==> config.mk <==
export PLATFORM = sky130hd
export DESIGN_NAME = vga_sync_gen
export DESIGN_NICKNAME = d
export VERILOG_FILES = /design/src/rtl/vga_timing_pkg.sv /design/src/rtl/pixel_tick_div.sv /design/src/rtl/vga_sync_gen.sv
export SDC_FILE = /design/constraint.sdc
export NUM_CORES = 1
export LEC_CHECK = 0
export ABC_AREA = 1
export CORE_MARGIN = 1
export CORE_UTILIZATION = 45
export DETAILED_ROUTE_END_ITERATION = 8
export PLACE_DENSITY = 0.72
export SLEW_MARGIN = 0
export SYNTH_ARGS = -nofsm -noshare
export SYNTH_HDL_FRONTEND = slang
export SYNTH_SLANG_ARGS = --single-unit
==> constraint.sdc <==
create_clock -name clk -period 1.7 [get_ports clk]
set_input_delay 0.255 -clock clk [delete_from_list [all_inputs] [get_ports clk]]
set_output_delay 0.255 -clock clk [all_outputs]
set_load 0.005 [all_outputs]
==> src/rtl/vga_timing_pkg.sv <==
// Default 640x480@60 VGA timing and the window derivations shared by the sync
// generator and the RGB selector's region decodes.
package vga_timing_pkg;

    localparam int COORD_W = 10;

    localparam int DEF_CLK_DIV  = 4;
    localparam int DEF_H_ACTIVE = 640;
    localparam int DEF_H_FP     = 16;
    localparam int DEF_H_SYNC   = 96;
    localparam int DEF_H_BP     = 48;
    localparam int DEF_V_ACTIVE = 480;
    localparam int DEF_V_FP     = 10;
    localparam int DEF_V_SYNC   = 2;
    localparam int DEF_V_BP     = 33;

    function automatic int line_total(input int active, input int fp, input int sync, input int bp);
        return active + fp + sync + bp;
    endfunction

    function automatic int sync_start(input int active, input int fp);
        return active + fp;
    endfunction

    function automatic int sync_end(input int active, input int fp, input int sync);
        return active + fp + sync;
    endfunction

endpackage

==> src/rtl/pixel_tick_div.sv <==
// Pixel-enable divider: one-clk p_tick every CLK_DIV clocks once the run flag
// has been set by the first cycle out of reset.
module pixel_tick_div #(
    parameter int CLK_DIV = 4
) (
    input  logic clk,
    input  logic reset,
    output logic run,
    output logic p_tick
);

    localparam int DIV_W = (CLK_DIV > 1) ? $clog2(CLK_DIV) : 1;
    localparam logic [DIV_W-1:0] DIV_LAST = DIV_W'(CLK_DIV - 1);

    logic [DIV_W-1:0] div_cnt;

    // div_cnt holds at 0 until run is set, so the first tick lands CLK_DIV clks after release
    always_ff @(posedge clk) begin
        if (reset) begin
            run     <= 1'b0;
            div_cnt <= '0;
        end else begin
            run <= 1'b1;
            if (run) begin
                div_cnt <= (div_cnt == DIV_LAST) ? '0 : div_cnt + 1'b1;
            end
        end
    end

    assign p_tick = run && (div_cnt == DIV_LAST);

endmodule

==> src/rtl/vga_sync_gen.sv <==
// Raster timing generator: pixel/line counters, active-video decode, line and
// frame markers, and clk-rate delayed sync outputs for the VGA connector.
module vga_sync_gen
    import vga_timing_pkg::*;
#(
    parameter int CLK_DIV  = DEF_CLK_DIV,
    parameter int H_ACTIVE = DEF_H_ACTIVE,
    parameter int H_FP     = DEF_H_FP,
    parameter int H_SYNC   = DEF_H_SYNC,
    parameter int H_BP     = DEF_H_BP,
    parameter int V_ACTIVE = DEF_V_ACTIVE,
    parameter int V_FP     = DEF_V_FP,
    parameter int V_SYNC   = DEF_V_SYNC,
    parameter int V_BP     = DEF_V_BP,
    parameter bit SYNC_POL = 1'b0,
    parameter int PIPE_DLY = 1
) (
    input  logic               clk,
    input  logic               reset,
    output logic               p_tick,
    output logic [COORD_W-1:0] pix_x,
    output logic [COORD_W-1:0] pix_y,
    output logic               video_on,
    output logic               hsync,
    output logic               vsync,
    output logic               line_end,
    output logic               frame_end
);

    localparam int H_TOTAL = line_total(H_ACTIVE, H_FP, H_SYNC, H_BP);
    localparam int V_TOTAL = line_total(V_ACTIVE, V_FP, V_SYNC, V_BP);
    localparam int CW1     = COORD_W + 1;

    localparam logic [COORD_W-1:0] H_LAST = COORD_W'(H_TOTAL - 1);
    localparam logic [COORD_W-1:0] V_LAST = COORD_W'(V_TOTAL - 1);
    localparam logic [CW1-1:0] H_ACT_C = CW1'(H_ACTIVE);
    localparam logic [CW1-1:0] V_ACT_C = CW1'(V_ACTIVE);
    localparam logic [CW1-1:0] HS_ON   = CW1'(sync_start(H_ACTIVE, H_FP));
    localparam logic [CW1-1:0] HS_OFF  = CW1'(sync_end(H_ACTIVE, H_FP, H_SYNC));
    localparam logic [CW1-1:0] VS_ON   = CW1'(sync_start(V_ACTIVE, V_FP));
    localparam logic [CW1-1:0] VS_OFF  = CW1'(sync_end(V_ACTIVE, V_FP, V_SYNC));

    generate
        if (H_TOTAL > (1 << COORD_W) || V_TOTAL > (1 << COORD_W) || CLK_DIV == 0) begin : g_bad_params
            $error("vga_sync_gen: timing does not fit the coordinate width or CLK_DIV is zero");
        end
    endgenerate

    logic               run;
    logic [COORD_W-1:0] h_count;
    logic [COORD_W-1:0] v_count;
    logic [CW1-1:0]     h_ext;
    logic [CW1-1:0]     v_ext;
    logic               hsync_lvl;
    logic               vsync_lvl;

    pixel_tick_div #(
        .CLK_DIV(CLK_DIV)
    ) u_tick (
        .clk   (clk),
        .reset (reset),
        .run   (run),
        .p_tick(p_tick)
    );

    always_ff @(posedge clk) begin
        if (reset) begin
            h_count <= '0;
            v_count <= '0;
        end else if (p_tick) begin
            if (h_count == H_LAST) begin
                h_count <= '0;
                v_count <= (v_count == V_LAST) ? '0 : v_count + 1'b1;
            end else begin
                h_count <= h_count + 1'b1;
            end
        end
    end

    // Extended by one bit so a sync window ending exactly at 2**COORD_W still compares correctly
    assign h_ext = {1'b0, h_count};
    assign v_ext = {1'b0, v_count};

    assign pix_x     = h_count;
    assign pix_y     = v_count;
    assign video_on  = run && (h_ext < H_ACT_C) && (v_ext < V_ACT_C);
    assign line_end  = p_tick && (h_count == H_LAST);
    assign frame_end = line_end && (v_count == V_LAST);

    assign hsync_lvl = (h_ext >= HS_ON && h_ext < HS_OFF) ? SYNC_POL : ~SYNC_POL;
    assign vsync_lvl = (v_ext >= VS_ON && v_ext < VS_OFF) ? SYNC_POL : ~SYNC_POL;

    // Syncs are delayed at clk rate to line up with the selector's registered RGB
    generate
        if (PIPE_DLY == 0) begin : g_direct
            assign hsync = hsync_lvl;
            assign vsync = vsync_lvl;
        end else begin : g_delay
            logic [PIPE_DLY-1:0] hsync_dly;
            logic [PIPE_DLY-1:0] vsync_dly;

            always_ff @(posedge clk) begin
                if (reset) begin
                    hsync_dly <= {PIPE_DLY{~SYNC_POL}};
                    vsync_dly <= {PIPE_DLY{~SYNC_POL}};
                end else begin
                    hsync_dly <= (hsync_dly << 1) | PIPE_DLY'(hsync_lvl);
                    vsync_dly <= (vsync_dly << 1) | PIPE_DLY'(vsync_lvl);
                end
            end

            assign hsync = hsync_dly[PIPE_DLY-1];
            assign vsync = vsync_dly[PIPE_DLY-1];
        end
    endgenerate

endmodule

After elaboration in Yosys (flattened, before gate mapping)
Cells that the tools add are included.
{"block": "totals", "regBits": 25, "latchBits": 0, "ramBits": 0, "rom_bits": 0, "input_bits": 2, "out_inout_bits": 26, "elab_cells": 32, "mem_count": 0}
{"block": "op_classes", "addsub": 3, "mul": 0, "div": 0, "n_lt_le_gt_ge": 6, "n_eq_ne": 3, "shifts": 0, "muxes": 6, "bitwise": 0, "reduce_logical": 8}
{"cell": "adder 10 x 1 -> 10 bit, second input constant", "n": 2}
{"cell": "equality test 10 bit, second input constant", "n": 2}
{"cell": "< comparator 10 bit, second input constant", "n": 2}
{"cell": "< comparator 10 x 9 -> 1 bit, second input constant", "n": 2}
{"cell": "2-to-1 mux 10 bit", "n": 2}
{"cell": "greater-or-equal comparator 10 bit, second input constant", "n": 1}
{"cell": "greater-or-equal comparator 10 x 9 -> 1 bit, second input constant", "n": 1}
{"cell": "logical AND 1 bit", "n": 7}
{"cell": "2-to-1 mux 1 bit", "n": 3}
{"cell": "adder 2 x 1 -> 2 bit, second input constant", "n": 1}
{"cell": "equality test 2 bit, second input constant", "n": 1}
{"cell": "2-to-1 mux 2 bit", "n": 1}
{"cell": "AND reduction 2 bit", "n": 1}

Longest topological paths before layout
Gate-level depths: netlist (run 1).
{"block": "logic_depth", "word_depth": 4, "mapped_depth": 9, "depth_no_buf": 9}

Hierarchy
A second synthesis (run 1) with hierarchy kept.
{"block": "hier_totals", "hier_cells": 205, "hier_area_um2": 1377.6}
{"module": "vga_sync_gen", "instances": 1, "cells_each": 188, "area_each_um2": 1249.9, "seq_area_each_um2": 440.4}
{"module": "pixel_tick_div", "instances": 1, "cells_each": 17, "area_each_um2": 127.6, "seq_area_each_um2": 60.1}

Least setup slack after synthesis (run 1)
Ideal clock, no wire load.
{"block": "synth_path", "path_kind": "reg-to-output", "from": "register h_count[0], in the netlist pix_x[0]", "to": "output frame_end", "arrival_time_ps": 1108, "required_time_ps": 1445, "setup_slack_ps": 337, "stages_incl_launch_ff": 8, "path_buffers": 0, "cell_sequence": "dfxtp_1 ha_1 nand2_1 nor2_4 nand2_4 nor2_8 nand2_1 inv_1"}
{"block": "synth_between", "elab_chain_cells": 3}
{"item": "start: declaration", "line": "vga_sync_gen.sv:50", "source": "logic [COORD_W-1:0] h_count;"}
{"item": "start signal: assignment", "line": "vga_sync_gen.sv:75", "source": "h_count <= h_count + 1'b1;"}
{"item": "equality test 10 bit", "line": "vga_sync_gen.sv:87", "source": "assign line_end = p_tick && (h_count == H_LAST);"}
{"item": "logical AND 1 bit", "line": "vga_sync_gen.sv:87"}
{"item": "logical AND 1 bit", "line": "vga_sync_gen.sv:88", "source": "assign frame_end = line_end && (v_count == V_LAST);"}
{"item": "end: declaration", "line": "vga_sync_gen.sv:27", "source": "output logic frame_end"}
Every way passes these cells.

Final worst setup path (run 1)
Same ends and word-level chain as after synthesis.

==> impl_summary.md, run 1 <==
Finish
0 antenna diodes ended up in the layout. The net count of the finished layout is around 260. The final core area utilization is 71.5%.

The area overhead of the layout relative to synthesis is 47.6%. The number of cells in the finished layout apart from fillers is roughly 290. Of the cells placed in the final design, the portion with a size suffix greater than 1 is 29.8%.

Synth
The count of mapped cells out of synthesis is ~200. The synthesized design contains 0 enable-type register cells. By count the netlist is led by sky130_fd_sc_hd__nand2_1 (42), sky130_fd_sc_hd__nor2_1 (32), sky130_fd_sc_hd__dfxtp_1 (25), sky130_fd_sc_hd__inv_1 (25), sky130_fd_sc_hd__nand3_1 (16). The main flop type after synthesis is sky130_fd_sc_hd__dfxtp_1.

The number of nets handed over by synthesis was 202. sky130_fd_sc_hd__dfxtp_1 takes more of the synthesized area than any other cell. The cell with the most instances after synthesis is sky130_fd_sc_hd__nand2_1. The share of synthesized registers carrying an async set or reset is 0%. Sorting the synthesized cells by area gives the leading types as sky130_fd_sc_hd__dfxtp_1 (37%), sky130_fd_sc_hd__nand2_1 (12%), sky130_fd_sc_hd__nor2_1 (8.8%). The synthesized design contains 25 register bits. Yosys printed 0 warnings. The number of library cell types mapped by synthesis is 25. The share of the Yosys chip area taken by registers is between 30% and 40%.

The post-synthesis area per instance is around 7.0 sq um. The mapped netlist covers between 1000 and 1500 sq um. The synthesized design devotes to its leading area cell type 36.9% of total area.

Floorplan
The floorplan core area is about 2800 sq um. Measured along the x axis, the die boundary spans 56.9 microns. The floorplan step set the die height to around 57 microns. The cell row count is 19. The floorplan die area is ~3200 sq um. The number of top-level design ports is 28. The initial cell density of the core is around half.

Placement
The number of placed instances, taps included, is 278. The port buffer count is 27. The detailed placement HPWL is 2860 microns. The pre-CTS worst setup slack is -0.0368 ns. The last weighted congestion value of the routability-driven placer is 0.902.

Critical path
The path depth of the worst reg2reg path is 9. For the worst setup path, the data arrival time is 1.43 ns. The classification of the worst setup path is register to output port. STA classifies the critical path startpoint as a register. The highest net fanout along the worst path is 3. The data required time at the worst endpoint is roughly 1.4 ns. STA classifies the critical path endpoint as an output port.

Clocking
TritonCTS built the clock tree. The cell sitting at the root of the clock tree is a sky130_fd_sc_hd__clkbuf_4. The post-CTS clock slew at the launch and capture registers of the worst setup and hold paths is roughly 0.15 ns. The number of H-tree levels is 1. Clock tree synthesis found a total of 25 sinks. No sink is reached through more buffers than the 2 on the longest clock path. Counting the buffers created by CTS gives 3.

In this run, post-CTS hold repair placed 0 buffers. The clock latency on the worst-skew pair is between 0.3 and 0.4 ns.

STA
Across all hold checks on the routed design, the worst slack comes to ~0.52 ns. The slew at the pin closest to its max-slew limit is 0.327 ns. After layout, the worst path uses 99.2% of the clock period. Across the routed clock network, the largest skew measured is roughly 0.012 ns. The maximum achievable frequency is ~590 MHz. The tightest slew margin relative to the limit is 78.1%. The max-slew violation total from the final report is 0. Across all setup checks in the final design, the least slack found is between 0.01 and 0.015 ns.

Setup violations remaining at the end of the flow were counted as 0. The final hold violation count came to 0. Setup repair after global routing could not meet its margin everywhere. The clock period could shrink to between 1.5 and 2 ns.

GRT
The number of antenna violations at the first check in global routing is 0. The total grt overflow is 0. The first global-routing pass estimated around 6500 microns of wire.

The global router's overall resource usage is roughly a quarter. The via count of the first global-routing pass is around 1,400. Entering global routing, the biggest net connects 15 pins.

Drt
The detailed-route wire length per cell is about 14 microns. The pre-antenna-repair detailed-routing pass consisted of 6 iterations. The detailed router placed ~1,500 vias in this run. The remaining design rule violation count is 4. The total wire length after detailed routing is ~4000 microns. Using the TritonRoute via totals, the vias-per-cell ratio works out to roughly 5.3.

The detail route stage leaves a number of antenna-violating nets equal to 0. For this block, the initial DRC count from the detailed router was 57.

Pwr
The power per standard cell area is 468 nW/um^2. The worst-case IR drop observed on VDD is around 0.60 mV. The analysis attributes to cell leakage a power of 0.891 nW.

Hold path
The class of the tightest hold or removal check is register to register. The worst hold path was traced through 2 stages.

Run status
The flow ran to the end, but the final reports show violations. The final reports fail on design-rule violations.

Job
Max-cap violations in this run came to 0.
==> flip-flops by register name, summed over array words and instances, names as in the netlist <==
name	count
pix_y	10
vsync	1
u_tick.div_cnt	2
u_tick.run	1
pix_x	10
hsync	1
==> cell type report <==
type	count	area, sq um
Inverter	26	97.6
Fill cell	231	801
Sequential cell	25	518
Timing Repair Buffer	59	500
Multi-Input combinational cell	141	822
Clock inverter	1	5.00
Tap cell	31	38.8
Clock buffer	3	22.5
==> final timing paths <==
kind | from | endpoint | slack, ns
max reg2reg | pix_x[0]$_SDFFE_PP0N_ | pix_x[8]$_SDFFE_PP0N_ | 0.07
min reg2reg | pix_y[9]$_SDFFE_PP0P_ | pix_y[9]$_SDFFE_PP0P_ | 0.52
min | pix_y[9]$_SDFFE_PP0P_ | pix_y[9]$_SDFFE_PP0P_ | 0.52
max | pix_x[0]$_SDFFE_PP0N_ | frame_end | 0.01
==> power breakdown <==
| group | leakage, nW | total, W | switching, W | internal (W) |
|---|---|---|---|---|
| Clock | 0.0177 | 0.000277 | 0.000188 | 0.0000883 |
| Combinational | 0.665 | 0.0000614 | 0.0000321 | 0.0000292 |
| Sequential | 0.208 | 0.000601 | 0.00000776 | 0.000593 |
==> cells in the final DEF (no fill, tap or decap), drive strengths merged <==
master | synthesis | routed
clkinv | 0 | 1
dlymetal6s2s | 0 | 1
nor2 | 34 | 34
and3 | 1 | 1
nor3 | 3 | 3
o2111ai | 1 | 1
xnor2 | 1 | 1
buf | 1 | 35
clkdlybuf4s50 | 0 | 22
dlygate4sd2 | 0 | 1
nand3 | 18 | 18
a21oi | 11 | 11
inv | 26 | 26
clkbuf | 2 | 3
o21ai | 12 | 12
dfxtp | 25 | 25
nand2 | 44 | 44
nor3b | 1 | 1
xor2 | 4 | 4
nand3b | 1 | 1
nand4 | 5 | 5
ha | 5 | 5
==> layer usage <==
metal | part of all wire (%) | vias to the layer above | global-route usage (%)
li1 | - | 744 | -
met1 | 46 | 712 | 36.6
met2 | 47 | 66 | 39.3
met3 | 6.4 | 4 | 4.38
met4 | 0.90 | 0 | 9.41
met5 | 0 | - | 0
==> critical path, stage by stage, from the launching register on <==
cell	delay, ns
sky130_fd_sc_hd__dfxtp_2	0.38
sky130_fd_sc_hd__ha_4	0.16
sky130_fd_sc_hd__nand2_4	0.06
sky130_fd_sc_hd__nor2_4	0.11
sky130_fd_sc_hd__nand2_4	0.07
sky130_fd_sc_hd__nor2_8	0.10
sky130_fd_sc_hd__nand2_1	0.08
sky130_fd_sc_hd__inv_1	0.05
sky130_fd_sc_hd__buf_2	0.10
==> stage by stage <==
step / TNS (ns) / total power, W / instance area (sq um)
2_1_floorplan: 0 / 0.000639 / 1360
3_5_place_dp: -0.0662 / 0.000670 / 1850
4_1_cts: -0.115 / 0.000948 / 1940
3_3_place_gp: -0.0114 / 0.000667 / 1850
5_1_grt: -0.122 / 0.000980 / 2000
6_report: 0 / 0.000939 / 2000
==> what timing repair did <==
item                                    CTS  global route
gates cloned                              0             0
endpoints found under the setup margin    4             6
pin swaps                                 3             5
gates resized for setup                  26            24
setup buffers                             1             3
endpoints found under the hold margin     0             0
==> logic make-up after synthesis <==
logic type	share of synthesized area, %
AND/OR/NAND/NOR	36.8
buffers and inverters	8.85
flip-flops	36.9
AO/OA/AOI/OAI	9.68
XOR/XNOR	3.23
adder cells (fa/ha/maj)	4.61
No activity file was read; power rests on OpenSTA's default activity.
==> run 2: changes to the inputs <==
--- a/config.mk
+++ b/config.mk
@@ -9,6 +9,7 @@
 export CORE_MARGIN = 1
 export CORE_UTILIZATION = 45
 export DETAILED_ROUTE_END_ITERATION = 8
+export HOLD_SLACK_MARGIN = 0.03
 export PLACE_DENSITY = 0.72
 export SLEW_MARGIN = 0
 export SYNTH_ARGS = -nofsm -noshare
==> results of run 2 <==
Final layout, timing and power as in run 1 (identical DEF).
